--- config.mk ---
export PLATFORM = sky130hd
export DESIGN_NAME = mem_stage
export DESIGN_NICKNAME = d
export VERILOG_FILES = /design/src/rtl/mem_pkg.sv /design/src/rtl/mem_timeout_ctr.sv /design/src/rtl/mem_stage.sv
export SDC_FILE = /design/constraint.sdc
export NUM_CORES = 1
export LEC_CHECK = 0
export CELL_PAD_IN_SITES_DETAIL_PLACEMENT = 2
export CELL_PAD_IN_SITES_GLOBAL_PLACEMENT = 2
export CORE_UTILIZATION = 17
export DETAILED_ROUTE_END_ITERATION = 16
export MAX_ROUTING_LAYER = met4
export PLACE_DENSITY_LB_ADDON = 0.25
export SLEW_MARGIN = 40
export SYNTH_ARGS = -nofsm -noshare
export SYNTH_HDL_FRONTEND = slang
export SYNTH_HIERARCHICAL = 1
export SYNTH_SLANG_ARGS = --single-unit
--- constraint.sdc ---
create_clock -name clock -period 3.17 [get_ports clock]
set_input_delay 0.634 -clock clock [delete_from_list [all_inputs] [get_ports clock]]
set_output_delay 0.634 -clock clock [all_outputs]
set_load 0.01 [all_outputs]
--- src/rtl/mem_pkg.sv ---
// Shared widths, X/M control-word bit positions and FSM encoding for the memory stage.
package mem_pkg;

  localparam int unsigned CTRL_W      = 14;
  localparam int unsigned CTRL_MEM_RE = 3;
  localparam int unsigned CTRL_MEM_WE = 4;
  localparam int unsigned DATA_W      = 32;
  localparam int unsigned RD_W        = 5;
  localparam int unsigned STATE_W     = 2;

  typedef logic [STATE_W-1:0] state_t;

  localparam state_t ST_IDLE = 2'd0;
  localparam state_t ST_REQ  = 2'd1;
  localparam state_t ST_DONE = 2'd2;
  localparam state_t ST_ERR  = 2'd3;

  function automatic logic is_mem_op(input logic [CTRL_W-1:0] ctrl);
    return ctrl[CTRL_MEM_RE] | ctrl[CTRL_MEM_WE];
  endfunction

endpackage

--- src/rtl/mem_timeout_ctr.sv ---
// Watchdog for an outstanding data-memory request: clear on issue, count while waiting,
// flag when the count reaches TIMEOUT-1.
module mem_timeout_ctr #(
  parameter int unsigned TIMEOUT = 64
) (
  input  logic clock,
  input  logic reset,
  input  logic i_clr,
  input  logic i_inc,
  output logic o_expire
);

  localparam int unsigned CNT_W = (TIMEOUT > 1) ? $clog2(TIMEOUT) : 1;

  logic [CNT_W-1:0] r_cnt;

  always_ff @(posedge clock or posedge reset) begin
    if (reset) begin
      r_cnt <= '0;
    end else if (i_clr) begin
      r_cnt <= '0;
    end else if (i_inc) begin
      r_cnt <= r_cnt + CNT_W'(1);
    end
  end

  assign o_expire = (r_cnt == CNT_W'(TIMEOUT - 1));

endmodule

--- src/rtl/mem_stage.sv ---
// Pipeline memory stage: runs the dmem req/ack handshake, stalls upstream while busy,
// and strobes out_valid into the M/W latch. Optional WM_BYPASS_EN forwards W-stage data into stores.
module mem_stage
  import mem_pkg::*;
#(
  parameter int unsigned ADDR_W  = 12,
  parameter int unsigned TIMEOUT = 64
) (
  input  logic                clock,
  input  logic                reset,
  input  logic [CTRL_W-1:0]   in_ctrl_signals,
  input  logic [DATA_W-1:0]   in_ALU_result,
  input  logic [DATA_W-1:0]   in_data_reg,
  input  logic [RD_W-1:0]     in_rd,
  input  logic [DATA_W-1:0]   in_PC_next,
`ifdef WM_BYPASS_EN
  input  logic                wb_regwrite,
  input  logic [RD_W-1:0]     wb_rd,
  input  logic [DATA_W-1:0]   wb_data,
`endif
  output logic                dmem_req,
  output logic                dmem_we,
  output logic [ADDR_W-1:0]   dmem_addr,
  output logic [DATA_W-1:0]   dmem_wdata,
  input  logic                dmem_ack,
  input  logic [DATA_W-1:0]   dmem_rdata,
  output logic                mem_stall,
  output logic                out_valid,
  output logic [DATA_W-1:0]   out_mem_data,
  output logic [DATA_W-1:0]   out_ALU_result,
  output logic [CTRL_W-1:0]   out_ctrl_signals,
  output logic [RD_W-1:0]     out_rd,
  output logic [DATA_W-1:0]   out_PC_next,
  output logic                mem_err
);

  state_t              r_state;
  state_t              w_next_state;
  logic                w_we;
  logic                w_mem_op;
  logic                w_capture;
  logic                w_expire;
  logic                w_ctr_clr;
  logic                w_ctr_inc;
  logic                w_stall;
  logic                w_valid;
  logic                w_req;
  logic                w_err;
  logic [DATA_W-1:0]   w_wdata;
  logic                r_we;
  logic [ADDR_W-1:0]   r_addr;
  logic [DATA_W-1:0]   r_wdata;
  logic [DATA_W-1:0]   r_mem_data;

  // A store wins when both the read and write bits are set.
  assign w_we      = in_ctrl_signals[CTRL_MEM_WE];
  assign w_mem_op  = is_mem_op(in_ctrl_signals);
  assign w_capture = (r_state == ST_IDLE) && w_mem_op;

`ifdef WM_BYPASS_EN
  assign w_wdata = (wb_regwrite && (wb_rd != '0) && (wb_rd == in_rd) && w_we) ? wb_data
                                                                              : in_data_reg;
`else
  assign w_wdata = in_data_reg;
`endif

  mem_timeout_ctr #(
    .TIMEOUT (TIMEOUT)
  ) u_timeout (
    .clock    (clock),
    .reset    (reset),
    .i_clr    (w_ctr_clr),
    .i_inc    (w_ctr_inc),
    .o_expire (w_expire)
  );

  always_ff @(posedge clock or posedge reset) begin
    if (reset) begin
      r_state <= ST_IDLE;
    end else begin
      r_state <= w_next_state;
    end
  end

  always_comb begin
    w_next_state = r_state;
    case (r_state)
      ST_IDLE: if (w_mem_op) w_next_state = ST_REQ;
      ST_REQ: begin
        if (dmem_ack) begin
          w_next_state = ST_DONE;
        end else if (w_expire) begin
          w_next_state = ST_ERR;
        end
      end
      ST_DONE: w_next_state = ST_IDLE;
      ST_ERR:  w_next_state = ST_ERR;
      default: w_next_state = ST_IDLE;
    endcase
  end

  always_comb begin
    w_stall   = 1'b0;
    w_valid   = 1'b0;
    w_req     = 1'b0;
    w_err     = 1'b0;
    w_ctr_clr = 1'b0;
    w_ctr_inc = 1'b0;
    case (r_state)
      ST_IDLE: begin
        w_stall   = w_mem_op;
        w_valid   = ~w_mem_op;
        w_ctr_clr = w_mem_op;
      end
      ST_REQ: begin
        w_req     = 1'b1;
        w_stall   = 1'b1;
        w_ctr_inc = ~dmem_ack;
      end
      ST_DONE: w_valid = 1'b1;
      ST_ERR: begin
        w_err   = 1'b1;
        w_stall = 1'b1;
      end
      default: ;
    endcase
  end

  // Request fields are frozen at issue so they stay stable for the whole handshake.
  always_ff @(posedge clock or posedge reset) begin
    if (reset) begin
      r_we       <= 1'b0;
      r_addr     <= '0;
      r_wdata    <= '0;
      r_mem_data <= '0;
    end else begin
      if (w_capture) begin
        r_we    <= w_we;
        r_addr  <= in_ALU_result[ADDR_W-1:0];
        r_wdata <= w_wdata;
      end
      if ((r_state == ST_REQ) && dmem_ack && !r_we) begin
        r_mem_data <= dmem_rdata;
      end
    end
  end

  assign dmem_req   = w_req;
  assign dmem_we    = r_we;
  assign dmem_addr  = r_addr;
  assign dmem_wdata = r_wdata;
  assign mem_err    = w_err;
  assign mem_stall  = w_stall & ~reset;
  assign out_valid  = w_valid & ~reset;

  assign out_mem_data     = r_mem_data;
  assign out_ALU_result   = in_ALU_result;
  assign out_ctrl_signals = in_ctrl_signals;
  assign out_rd           = in_rd;
  assign out_PC_next      = in_PC_next;

endmodule

[After elaboration in Yosys (flattened, before gate mapping)]
Index checks and enable logic that the tools add are counted.
Word-level totals
  flip-flop bits (word level): 85
  output and inout bits: 164
  logic and storage cells: 39
Operators by class
  add/sub/neg operators: 1
  eq/ne operators: 6
  muxes and demuxes: 12
  bitwise logic cells: 6
  reduce and logical (&&, ||, !) cells: 8
Operators by type and width (number)
  6-bit two-way mux: 2
  2-bit case mux with 4 select lines: 1
  6-bit by 1-bit adder with 6-bit output (second input constant): 1
  6-bit equality test (second input constant): 1
  2-bit two-way mux: 3
  2-bit equality test (second input constant): 2
  1-bit two-way mux: 4
  1-bit case mux with 2 select lines: 2
  1-bit logical AND: 3
  3-bit by 2-bit inequality test with 1-bit output (second input constant): 1
  1-bit NOT: 3
  1-bit AND: 2
  2-bit by 1-bit equality test with 1-bit output (second input constant): 1
  2-bit logical NOT: 1
  2-bit inequality test (second input constant): 1
  2-bit AND reduction: 1
  2-bit nonzero test: 1
  2-bit OR reduction: 1
  1-bit logical NOT: 1
  1-bit OR: 1

[Longest topological paths before layout]
  word-level depth: 4
  depth in mapped cells: 5
  depth with buffers taken out: 5

[Hierarchy]
The synthesis kept the hierarchy.
By module, submodules not included
  mem_stage: times used 1, cells an instance 261, area each 3793.6 µm², seq. area each 1976.9 µm²
  mem_timeout_ctr: times used 1, cells an instance 27, area each 281.5 µm², seq. area each 150.1 µm²

[Worst setup path before layout]
OpenSTA, ideal clock, no wires.
  path kind: input-to-output
  start: in reset
  end: out out_valid
  arrival: 2.635 ns
  data required time: 2.536 ns
  path slack: -0.099 ns
  cell stages on the path: 2
  buffers on the path: 0
  cell sequence: inv_1 > and2_1
Between the ends
  longest elaborated chain between the ends: 2
Ends and longest elaborated chain
  start, declared: RTL line mem_stage.sv:10  | input logic reset,
  1-bit NOT: RTL line mem_stage.sv:154  | assign out_valid = w_valid & ~reset;
  1-bit AND: RTL line mem_stage.sv:154
  end, declared: RTL line mem_stage.sv:28  | output logic out_valid,
No other way between the ends.

[Worst setup path after layout]
  start: in in_ctrl_signals[4]
  end: out out_valid
Between the ends
  longest elaborated chain between the ends: 4
Ends and longest elaborated chain
  start, declared: RTL line mem_stage.sv:11  | input logic [CTRL_W-1:0] in_ctrl_signals,
  1-bit OR: RTL line mem_pkg.sv:19  | return ctrl[CTRL_MEM_RE] | ctrl[CTRL_MEM_WE];
  1-bit NOT: RTL line mem_stage.sv:112  | w_valid = ~w_mem_op;
  1-bit case mux with 2 select lines: RTL line mem_stage.sv:109  | case (r_state)
  1-bit AND: RTL line mem_stage.sv:154
No other way between the ends.

==> run_results.csv <==
group,metric,value,unit
logic_synthesis,ys_seq_elements,85,
worst_setup_path,cp.arrival,2.26,ns
logic_synthesis,ys.flop_type,"dfrtp_1",
worst_setup_path,cp-start-kind,"input port",
place,dpl.hpwl,8.04,mm
floorplan,num_rows,56,
logic_synthesis,syn_nets,439,
clock_tree,cts_max_path_buffers,2,
route,firstDrtPassIters,3,
place,routabilityCongestion,0.642,
worst_setup_path,required,2.54,ns
logic_synthesis,synth_top_family_by_area,"multiplexers",
logic_synthesis,async_flop_share,100,%
logic_synthesis,yosys.area.top_type,"dfrtp_1",
global_routing,grt_pass1_vias,2971,
clock_tree,path_clk_slew,0.06,ns
route,avgViaCountPerCell,3.53,
logic_synthesis,yosys-top-cells-area,"dfrtp_1 (52%), buf_4 (15%), mux2_2 (12%)",
outcome,outcome,"finished, final reports clean",
sta,setup_viol,0,
route,drt-initial-drc-count,35,
worst_setup_path,rr_startpoint,"r_state[0]",
logic_synthesis,synthAdderAreaFrac,0.307,%
logic_synthesis,synth_cells,288,
hold_path,holdCritStartpoint,"dmem_wdata[31]",
hold_path,hold_class,"register to register",
pwr,p_per_area,962,mW/mm^2
clock_tree,htree_num_levels,3,
global_routing,grtUsageTotal,9.69,%
global_routing,overflow,0,
logic_synthesis,yosysMostFrequentCell,"dfrtp_1",
global_routing,grt_first_pass_wirelength,17.2,mm
finish,nNetsFinal,538,
worst_setup_path,setup.worst_path.end_class,"output port",
logic_synthesis,synthDominantCellAreaShare,52.2,%
worst_setup_path,cp_max_fo,3,
global_routing,grt_max_degree,51,
route,num_vias,2509,
floorplan,die_y,157,um
sta,hold_slack,0.505,ns
sta,fmax,0.346,GHz
logic_synthesis,synth_mux_area_share,24.0,%
sta,slew_viol_final,0,
finish,syn_to_final_growth,43.5,%
floorplan,initial_utilization,17.4,%
clock_tree,insertion_delay,0.34,ns
route,totalWireLength,11.2,mm
sta,post-route-period-util,91.3,%
pwr,ir_drop,0.269,mV
clock_tree,clkSinkCount,85,
worst_setup_path,crit_path_start,"in_ctrl_signals[4]",
logic_synthesis,synthXorXnorAreaFrac,0.860,%
clock_tree,cts_tree,"built",
logic_synthesis,netlist_area,0.00408,mm^2
clock_tree,ctsResizeCount,0,
finish,antenna_cells,0,
floorplan,pin_count,314,
floorplan,die_area,0.0246,mm^2
logic_synthesis,yosysUniqueCellTypes,28,
sta,hold_viol,0,
logic_synthesis,synthTopCellsByCount,"dfrtp_1 (85), buf_4 (83), mux2_2 (44), mux2_4 (30), nor2_1 (9)",
finish,final_area,0.00585,mm^2
global_routing,antenna_found_initial,0,
sta,tightestPinTransition,0.592,ns
route,wire_per_inst,15.8,um
logic_synthesis,synth_compound_area_share,1.04,%
pwr,p_total,5.63,mW
clock_tree,tritoncts.num_buffers,9,
floorplan,fp.dieW,157,um
logic_synthesis,yosys_warnings,6,
job,maxCapViolCount,0,
clock_tree,postCtsSetupBuffers,0,
place,dpl_cell_area,0.00555,mm^2
floorplan,core_area,0.0235,mm^2
pwr,p_leak,2.35,nW
route,drc,0,
place,port_buffers,175,
sta,skew,0.00796,ns
route,ant_nets,0,
clock_tree,ctsHoldBuffers,0,
finish,drive_gt1_share,25.3,%
sta,rsz0062_at_grt,"false",
clock_tree,cts_root_buffer,"clkbuf_16",
logic_synthesis,avgSynthCellArea,14.1,um^2
worst_setup_path,worstSetupPathType,"input port to output port",
logic_synthesis,synth-simple-area-share,3.25,%
logic_synthesis,synth-seq-area-share,52.2,%
sta,fin_setup_tns,0,ns
sta,max_slew_margin,60.5,%
logic_synthesis,synth-edff-count,0,
sta,fin_crit,2.89,ns
## metal layers
metal / track usage (%) / share of wire (%)
met5: - / 0
met4: 4.90 / 3.0
met3: 3.63 / 9.5
met2: 15.8 / 48
met1: 10.2 / 39
## final timing paths
kind	endpoint	slack, ns	cells after the start
worst max-delay path	out_valid	0.28	5
worst min-delay path	dmem_wdata[31]	0.50	1
worst max register to register	u_timeout/r_cnt[5]	1.23	5
worst min register to register	dmem_wdata[31]	0.50	1
max in group asynchronous	out_mem_data[21]	1.26	4
min in group asynchronous	u_timeout/r_cnt[0]	0.65	2
## critical path, stage by stage
cell and delay (ns):
clkdlybuf4s50_1 0.46, nor2_1 0.27, o21ba_2 0.22, and2_1 0.14, clkdlybuf4s50_1 0.54
## power breakdown
| group | internal [mW] | total (mW) | leakage [nW] | switching (mW) |
|---|---|---|---|---|
| Sequential | 1.63 | 1.95 | 1.01 | 0.329 |
| Combinational | 1.67 | 2.58 | 1.19 | 0.907 |
| Clock | 0.635 | 1.10 | 0.146 | 0.462 |
## metrics by stage
step	instances	utilization (%)	setup WS, ns
after global routing	711	24.9	0.182
after CTS	711	24.9	0.231
after detailed placement	695	23.6	0.237
final	711	24.9	0.276
after global placement	695	23.6	0.252
after floorplan	288	-	0.369
## area by class of cell
type | instances | area (um^2)
Clock buffer | 11 | 243
Fill cell | 2542 | 17600
Clock inverter | 5 | 60.1
Sequential cell | 85 | 2130
Tap cell | 319 | 399
Timing Repair Buffer | 179 | 1810
Inverter | 2 | 11.3
Multi-Input combinational cell | 110 | 1200
## cells in the final DEF, fill, tap and decap left out, drive strengths merged
cell type      netlist  final
clkinv               0      3
and2                 2      2
o21ai                1      1
nor3                 1      1
dfrtp               85     85
a21oi                2      2
clkdlybuf4s50        0    175
inv                  2      1
o21ba                1      1
mux2                76     76
buf                 91      4
nand2                3      3
mux2i                1      1
clkbuf               0     11
xnor2                1      1
nor2                 9      9
ha                   1      1
and3b                1      1
nor2b                2      2
bufinv               0      1
or3                  1      1
clkinvlp             0      2
nand4                2      2
a22o                 1      1
nand3                1      1
xor2                 3      3
o31a                 1      1
## kinds of logic after synthesis
family,count (synthesis)
mux,77
buf+inv,93
flops,85
compound gates,6
simple gates,22
fa+ha+maj,1
xor+xnor,4
## sequential cells by signal (all words and copies together) (netlist names)
name,cells
dmem_we,1
u_timeout/r_cnt,6
dmem_wdata,32
out_mem_data,32
dmem_addr,12
r_state,2
(Power assumes the default switching activity.)
